**config.mk**
```make
export PLATFORM = sky130hd
export DESIGN_NAME = cpu_axi_arbiter
export DESIGN_NICKNAME = d
export VERILOG_FILES = /design/src/rtl/cpu_axi_arbiter.sv
export SDC_FILE = /design/constraint.sdc
export NUM_CORES = 1
export LEC_CHECK = 0
export ABC_AREA = 0
export BUFFER_PORTS_ARGS = -buffer_cell sky130_fd_sc_hd__buf_2
export CORE_AREA = 2 2 236 238
export CTS_CLUSTER_DIAMETER = 60
export DETAILED_ROUTE_END_ITERATION = 7
export DIE_AREA = 0 0 238 240
export HOLD_SLACK_MARGIN = 0.12
export PLACE_DENSITY_LB_ADDON = 0.2
export SYNTH_ARGS = -nofsm -noshare
export SYNTH_HDL_FRONTEND = slang
export SYNTH_SLANG_ARGS = --single-unit
```
**constraint.sdc**
```tcl
create_clock -name clk -period 2.9 [get_ports clk]
set_input_delay 0.145 -clock clk [delete_from_list [all_inputs] [get_ports clk]]
set_output_delay 0.145 -clock clk [all_outputs]
set_load 0.1 [all_outputs]
```
**src/rtl/cpu_axi_arbiter.sv**
```systemverilog
// Round-robin two-requester (IF read-only, LS read/write) front-end onto a single AXI slave.
// Define AXI_ARB_LS_PRIO_EN to give LS fixed priority over IF instead of round-robin.
module cpu_axi_arbiter #(
  parameter int ADDR_W = 64,
  parameter int DATA_W = 64,
  parameter int STRB_W = DATA_W / 8
) (
  input  logic              clk,
  input  logic              rst,
  input  logic              if_req_valid,
  input  logic [ADDR_W-1:0] if_req_addr,
  output logic              if_req_ready,
  output logic              if_rsp_valid,
  output logic [DATA_W-1:0] if_rsp_data,
  input  logic              ls_req_valid,
  input  logic              ls_req_we,
  input  logic [ADDR_W-1:0] ls_req_addr,
  input  logic [DATA_W-1:0] ls_req_wdata,
  input  logic [STRB_W-1:0] ls_req_wstrb,
  output logic              ls_req_ready,
  output logic              ls_rsp_valid,
  output logic [DATA_W-1:0] ls_rsp_rdata,
  output logic [ADDR_W-1:0] axi_aw_addr,
  output logic              axi_aw_valid,
  input  logic              axi_aw_ready,
  output logic [DATA_W-1:0] axi_w_data,
  output logic [STRB_W-1:0] axi_w_strb,
  output logic              axi_w_valid,
  input  logic              axi_w_ready,
  input  logic              axi_b_valid,
  output logic              axi_b_ready,
  output logic [ADDR_W-1:0] axi_ar_addr,
  output logic              axi_ar_valid,
  input  logic              axi_ar_ready,
  input  logic [DATA_W-1:0] axi_r_data,
  input  logic              axi_r_valid,
  output logic              axi_r_ready
);

  typedef enum logic [2:0] {IDLE, RD_ADDR, RD_DATA, WR_REQ, WR_RESP} state_e;
  typedef enum logic {OWN_IF = 1'b0, OWN_LS = 1'b1} owner_e;

  state_e            state, state_nxt;
  owner_e            owner;
  logic [ADDR_W-1:0] addr_q;
  logic [DATA_W-1:0] wdata_q;
  logic [STRB_W-1:0] wstrb_q;
  logic              grant_if, grant_ls;

`ifndef AXI_ARB_LS_PRIO_EN
  owner_e            last_grant;
`endif

  // NOTE: every signal written in an always_comb gets a default first, so no path leaves it unassigned and no latch is inferred.
  always_comb begin
    grant_if = 1'b0;
    grant_ls = 1'b0;
    if (state == IDLE && !rst) begin
`ifdef AXI_ARB_LS_PRIO_EN
      grant_ls = ls_req_valid;
      grant_if = if_req_valid && !ls_req_valid;
`else
      if (if_req_valid && ls_req_valid) begin
        grant_if = (last_grant == OWN_LS);
        grant_ls = (last_grant == OWN_IF);
      end else begin
        grant_if = if_req_valid;
        grant_ls = ls_req_valid;
      end
`endif
    end
  end

  assign if_req_ready = grant_if;
  assign ls_req_ready = grant_ls;

  always_comb begin
    state_nxt    = state;
    axi_ar_valid = 1'b0;
    axi_r_ready  = 1'b0;
    axi_aw_valid = 1'b0;
    axi_w_valid  = 1'b0;
    axi_b_ready  = 1'b0;
    case (state)
      IDLE: begin
        if (grant_ls && ls_req_we)   state_nxt = WR_REQ;
        else if (grant_if || grant_ls) state_nxt = RD_ADDR;
      end
      RD_ADDR: begin
        axi_ar_valid = 1'b1;
        if (axi_ar_ready) state_nxt = RD_DATA;
      end
      RD_DATA: begin
        axi_r_ready = 1'b1;
        if (axi_r_valid) state_nxt = IDLE;
      end
      WR_REQ: begin
        axi_aw_valid = 1'b1;
        axi_w_valid  = 1'b1;
        // Both channels advance together; the slave readies them jointly.
        if (axi_aw_ready && axi_w_ready) state_nxt = WR_RESP;
      end
      WR_RESP: begin
        axi_b_ready = 1'b1;
        if (axi_b_valid) state_nxt = IDLE;
      end
      default: state_nxt = IDLE;
    endcase
  end

  assign axi_ar_addr = addr_q;
  assign axi_aw_addr = addr_q;
  assign axi_w_data  = wdata_q;
  assign axi_w_strb  = wstrb_q;

  // NOTE: sequential state uses non-blocking assignments so every register samples pre-edge values.
  always_ff @(posedge clk) begin
    if (rst) begin
      state        <= IDLE;
      owner        <= OWN_IF;
      addr_q       <= '0;
      wdata_q      <= '0;
      wstrb_q      <= '0;
      if_rsp_valid <= 1'b0;
      if_rsp_data  <= '0;
      ls_rsp_valid <= 1'b0;
      ls_rsp_rdata <= '0;
`ifndef AXI_ARB_LS_PRIO_EN
      last_grant   <= OWN_LS;
`endif
    end else begin
      state        <= state_nxt;
      if_rsp_valid <= 1'b0;
      ls_rsp_valid <= 1'b0;
      if (grant_if || grant_ls) begin
        addr_q  <= grant_ls ? ls_req_addr : if_req_addr;
        wdata_q <= ls_req_wdata;
        wstrb_q <= ls_req_wstrb;
        owner   <= grant_ls ? OWN_LS : OWN_IF;
`ifndef AXI_ARB_LS_PRIO_EN
        last_grant <= grant_ls ? OWN_LS : OWN_IF;
`endif
      end
      if (state == RD_DATA && axi_r_valid) begin
        if (owner == OWN_IF) begin
          if_rsp_valid <= 1'b1;
          if_rsp_data  <= axi_r_data;
        end else begin
          ls_rsp_valid <= 1'b1;
          ls_rsp_rdata <= axi_r_data;
        end
      end
      if (state == WR_RESP && axi_b_valid) begin
        ls_rsp_valid <= 1'b1;
        ls_rsp_rdata <= '0;
      end
    end
  end

endmodule

```
==> qor.yml, run 1 <==
sta:
  finalCritPeriodShare_pct: 91.5
  hold_violations: 0
  slew_headroom_pct: 34.1
  grt_setup_unrepaired: "false"
  setup_viol_count_final: 0
  period_needed_ps: 2650
  tightest_slew_ps: 989
  max_clock_freq_mhz: 377
  whs_ps: 209
  final_max_slew_viol_count: 0
  skew_ps: 17.2
  tns_ps: 0
placement:
  gp_congestion: 0.794
  dp.final_hpwl_um: 30900
  io_buffers: 610
yosys:
  syn_nets: 1611
  synth_edf_count: 0
  yosysWarnings: 0
  async_flop_share_pct: 0
  synth_seq_area_share_pct: 51.8
  ys.flop_type: "dfxtp_1"
  synth_seq_cells: 271
  synth.avg_cell_area_um2: 7.84
  netlist_area_mm2: 0.0105
  netlist_instances: 1337
  ys_types: 33
route:
  wl_um: 44900
  vias: 11900
  detail-route-antenna-nets: 0
  remaining_drc_errors: 0
  wl_per_cell_um: 15.8
  viasPerCell: 4.18
  first_pass_iters: 4
  first_iter_violations: 419
global_route:
  first_global_vias: 11900
  grt_max_degree: 99
  grt-ovfl-total: 0
  antenna_found_initial: 3
  grt_util_all_layers_pct: 14.9
  grt_pass1_wl_um: 66900
cts:
  clock_latency_ps: 540
  cts_tree: "built"
  post_cts_resized: 0
  clockBufferDepth: 3
  clock-root-buffer: "clkbuf_16"
  clk_pin_slew_ps: 50
  cts_sinks: 271
  numCtsBuffers: 36
  htreeDepth: 2
run_status:
  outcome: "completed"
layout:
  regArea_mm2: 0.00543
  drive_gt1_share_pct: 32.7
  area_growth_pct: 68.4
  final_common_cell: "buf_2"
  multi_input_area_mm2: 0.00411
  final_cell_mix: "buf_2, nand2_1, dlygate4sd3_1"
  nets: 2382
  postLayoutCoreUtil_pct: 32.3
  fillers: 5925
setup_path:
  crit_type: "reg2reg"
  endpoint_kind: "register"
  start_kind: "register"
  critPathMaxFanout: 52
  arrival_ps: 3120
  crit_required_ps: 3360
floorplan:
  fp-row-count: 86
  io_pins: 611
  dieArea_mm2: 0.0571
  die_h_um: 240
  initial_core_util_pct: 19.2
  die_width_um: 238
  coreArea_mm2: 0.0547
power:
  p_per_area_mw_per_mm2: 792
  power.total_mw: 14.0
  peakVddDrop_v: 0.000593
  power.leakage_nw: 8.09
flow_run:
  max_cap_violations: 0
worst_hold_path:
  worst_hold_path_type: "in2reg"
-- flip-flops by register name (all words and copies together) (netlist names) --
register	count
axi_ar_addr	64
axi_w_data	64
axi_w_strb	8
if_rsp_data	64
if_rsp_valid	1
last_grant	1
ls_rsp_rdata	64
ls_rsp_valid	1
owner	1
state	3
-- through the flow --
step | cell area, µm² | worst slack [ps] | cells
final | 17700 | 246 | 2842
after global routing | 17600 | 64.0 | 2840
after CTS | 17600 | 238 | 2839
after detailed placement | 13700 | 722 | 2499
after global placement | 13700 | 733 | 2499
after floorplan | 10500 | 251 | 1337
-- synthesized netlist by cell type (all sizes together), types with 2 or more instances --
master | count | area share (%)
nor2 | 69 | 2.5
nand2 | 532 | 19
clkbuf | 49 | 1.8
nand2b | 3 | 0.18
nand3 | 3 | 0.14
inv | 2 | 0.072
o21ai | 2 | 0.095
nor4 | 2 | 0.41
nand3b | 2 | 0.14
nor2b | 3 | 0.18
nor3b | 3 | 0.21
buf | 119 | 7.6
a311oi | 64 | 5.3
dfxtp | 271 | 52
a21oi | 202 | 9.6
-- cells by family (layout without fill, tap and decap cells) --
logic type | after synthesis | in the layout | synth area share, %
other | 0 | 3 | 0
buffers and inverters | 170 | 968 | 9.41
AOI/OAI and AO/OA | 273 | 273 | 15.5
and+or+nand+nor | 622 | 622 | 23.2
muxes | 1 | 1 | 0.107
DFF | 271 | 271 | 51.8
-- critical path: stages, from the launching register on --
cell and delay [ps]:
dfxtp_1 440, nor4_4 490, o21a_4 230, buf_4 420, nor2_1 90, a311oi_1 290
dlygate4sd3_1 610
-- report_power, final --
part / leakage [nW] / total (mW) / switching, mW / internal [mW]
sequential: 2.21 / 4.25 / 0.231 / 4.02
combinational: 5.30 / 5.29 / 4.20 / 1.09
clock: 0.585 / 4.43 / 1.73 / 2.70
total: 8.09 / 14.0 / 6.16 / 7.81
-- cell type report --
cell class	count	share of cell area (%)
Antenna cell	3	0.0425
Multi-Input combinational cell	896	23.3
Inverter	2	0.0425
Clock buffer	54	6.17
Tap cell	704	4.99
Timing Repair Buffer	901	34.1
Clock inverter	11	0.588
Sequential cell	271	30.7
-- path summary, 6_finish.rpt --
check                  from               to  slack, ps  cells past startpoint
min            ls_req_valid         state[1]        210                      4
max                state[1]  axi_ar_addr[20]        250                      6
max reg2reg        state[1]  axi_ar_addr[20]        250                      6
min reg2reg  axi_w_data[25]   axi_w_data[25]        450                      2
-- metal layers --
layer  routed length (µm)  global-route usage (%)  part of all wire (%)
met1                18200                    17.3                    41
met2                21900                    26.0                    49
met3                 3360                    4.12                   7.5
met4                 1400                    5.66                   3.1
met5                    0                       0                     0
-- what timing repair did --
action | CTS | global route
hold buffers | 275 | 0
setup buffers | 0 | 0
hold endpoints to repair | 271 | 0
(Power assumes the default switching activity.)
==> inputs of run 2 (changes only) <==
Settings changed: CORE_AREA 2 2 236 238 to 2 2 238 240, CTS_BUF_LIST set to sky130_fd_sc_hd__clkbuf_8, DIE_AREA 0 0 238 240 to 0 0 240 242, HOLD_SLACK_MARGIN 0.12 to 0.08, SLEW_MARGIN set to 20.
==> run 2 against run 1 <==
- sequential power is essentially flat
- first-iteration DRC count is 29% higher
- largest cell class unchanged
- total power decreased by 4.9%
- core utilization down 0.36 points
- via count is 2.2% higher
- critical endpoint is now axi_w_data[36]
- count of clock-buffer cells in the layout grew 11
- largest power group unchanged
- flip-flop and latch count is the same
==> qor.yml, run 2 (same netlist as run 1, synthesis figures left out) <==
route:
  wl_per_cell_um: 15.7  # -0.35%
  first_iter_violations: 539  # +29%
  first_pass_iters: 6  # +2
  vias: 12100  # +2.2%
  remaining_drc_errors: 0  # unchanged
  wl_um: 46300  # +3.2%
  detail-route-antenna-nets: 0  # unchanged
  viasPerCell: 4.12  # -1.3%
floorplan:
  die_width_um: 240  # +0.84%
  io_pins: 611  # unchanged
  die_h_um: 242  # +0.83%
  fp-row-count: 87  # +1.2%
  dieArea_mm2: 0.0581  # +1.7%
  initial_core_util_pct: 18.8  # -0.37 points
  coreArea_mm2: 0.0557  # +2.0%
sta:
  period_needed_ps: 2720  # +62.2 ps
  skew_ps: 18.6  # +1.34 ps
  tightest_slew_ps: 852  # -137 ps
  max_clock_freq_mhz: 368  # -2.3%
  hold_violations: 0  # unchanged
  slew_headroom_pct: 43.2  # +9.1 points
  finalCritPeriodShare_pct: 93.7  # +2.1 points
  tns_ps: 0  # unchanged
  setup_viol_count_final: 0  # unchanged
  grt_setup_unrepaired: "false"
  final_max_slew_viol_count: 0  # unchanged
layout:
  num_antenna_cells: 0  # -3
  drive_gt1_share_pct: 32.7  # about the same
  nets: 2427  # +1.9%
  area_growth_pct: 69.8
  postLayoutCoreUtil_pct: 31.9  # -0.36 points
  final_cell_mix: "buf_2, nand2_1, dlygate4sd3_1"
  final_common_cell: "buf_2"
setup_path:
  cp_common_cell: "buf_4"
  rrSetupSlack_ps: 180  # -60 ps
  worstPathCellList: "nor4_4 > buf_4 > o21ai_4 > buf_4 > nand2_1 > a21oi_1 > dlygate4sd3_1"
  reg2reg_depth: 7  # +1
  path_buf_inv: 3  # +1
  crit_required_ps: 3460  # +100 ps
  path_delay_family: "buffers and inverters"
  arrival_ps: 3270  # +150 ps
  slowest_delay_ps: 660  # +50 ps
  crit_type: "reg2reg"
  start_kind: "register"
  slowest_stage: "dfxtp_1"
  critPathMaxFanout: 53  # +1.9%
  crit-reg2reg-launch: "state[0]"
  endpoint_kind: "register"
  r2r-end: "axi_w_data[36]"
power:
  pwr-share-comb_pct: 40.3  # +2.5 points
  internal_power_mw: 7.17  # -8.2%
  p_seq_share_pct: 32.0  # +1.6 points
  peakVddDrop_v: 0.000474  # -20%
  power.leakage_nw: 8.25  # +1.9%
  swShare_pct: 46.1  # +2.0 points
  p_sw_mw: 6.12  # -0.63%
  p_per_area_mw_per_mm2: 747  # -5.6%
  clockPowerShare_pct: 27.7  # -4.0 points
placement:
  dp.final_hpwl_um: 31100  # +0.83%
  gp_congestion: 0.770  # -3.1%
  io_buffers: 610  # unchanged
cts:
  numCtsBuffers: 52  # +44%
  clockBufferDepth: 3  # unchanged
  clock-root-buffer: "clkbuf_8"
  clock_latency_ps: 610  # +70 ps
  cts_tree: "built"
  htreeDepth: 2  # unchanged
  cts_sinks: 271  # unchanged
  clk_pin_slew_ps: 60  # about the same
global_route:
  grt_pass1_wl_um: 68500  # +2.4%
  grt_util_all_layers_pct: 14.9  # +0.073 points
  antenna_found_initial: 2  # -1
  grt-ovfl-total: 0  # unchanged
  grt_max_degree: 66  # -33%
  first_global_vias: 12000  # +1.2%
worst_hold_path:
  hold_path.startpoint: "ls_req_wdata[46]"
  hold_depth: 4  # unchanged
  min_to: "axi_w_data[46]"
  worst_hold_path_type: "in2reg"
run_status:
  outcome: "completed"
flow_run:
  max_cap_violations: 0  # unchanged
[run 2: cell types whose count changed in the layout (fill, tap and decap cells not counted), sizes merged, moves of 3 or more]
cell         before  now
buf             626  631
inv               6   22
diode             3    0
dlygate4sd3     275  298
clkinv            4    0
clkbuf           54   65
[run 2: cell type report]
cell class,count,area [µm²]
Fill cell,6097,37900
Tap cell,756,946
Inverter,2,7.51
Clock buffer,65,895
Clock inverter,23,105
Multi-Input combinational cell,897,4120
Sequential cell,271,5430
Timing Repair Buffer,929,6290
[run 2: worst max path at each step]
stage	start	endpoint	slack (ps)	depth (start not counted)
floorplan	state[1]	ls_rsp_rdata[23]	250	7
global placement	state[2]	state[0]	630	5
detailed placement	state[2]	state[0]	600	5
CTS	state[2]	axi_w_data[7]	100	6
global route	state[0]	axi_w_data[36]	3	7
finish	state[0]	axi_w_data[36]	180	7
[run 2: per-layer routing]
metal	wire (µm)	global-route usage [%]	vias up	part of all wire, %
met5	31	0	-	0.067
met3	3550	4.49	86	7.7
met2	22600	26.1	448	49
met4	1260	4.84	4	2.7
met1	18900	17.3	5640	41
li1	-	-	5957	-
[run 2: tightest hold or removal path, cell delays in order]
cell and delay [ps]:
dlygate4sd3_1 520, buf_2 120, nand2_1 50, a21oi_1 50
[run 2: power groups by stage]
stage          clock, mW  sequential, mW  combinational (mW)
6_report            3.68            4.26                5.36
3_5_place_dp           0            4.33                4.87
5_1_grt             4.02            4.30                5.58
2_1_floorplan          0            6.30                2.14
4_1_cts             3.87            4.26                5.34
3_3_place_gp           0            4.33                4.87
[run 2: metrics by stage]
step	power, mW	area (µm²)	hold WS, ps	setup slack (ps)	cells
after floorplan	8.44	10500	281	251	1337
after global placement	9.19	13800	387	629	2554
after detailed placement	9.20	13800	392	597	2554
after CTS	13.5	17800	235	98.5	2940
after global routing	13.9	17800	273	3.49	2943
final	13.3	17800	327	183	2943
[run 2: what timing repair did]
| item | CTS | global route |
|---|---|---|
| gates resized for setup | 0 | 1 |
| endpoints found under the hold margin | 270 | 0 |
| setup endpoints to repair | 0 | 44 |
| setup buffers | 0 | 2 |
| hold buffers | 298 | 0 |
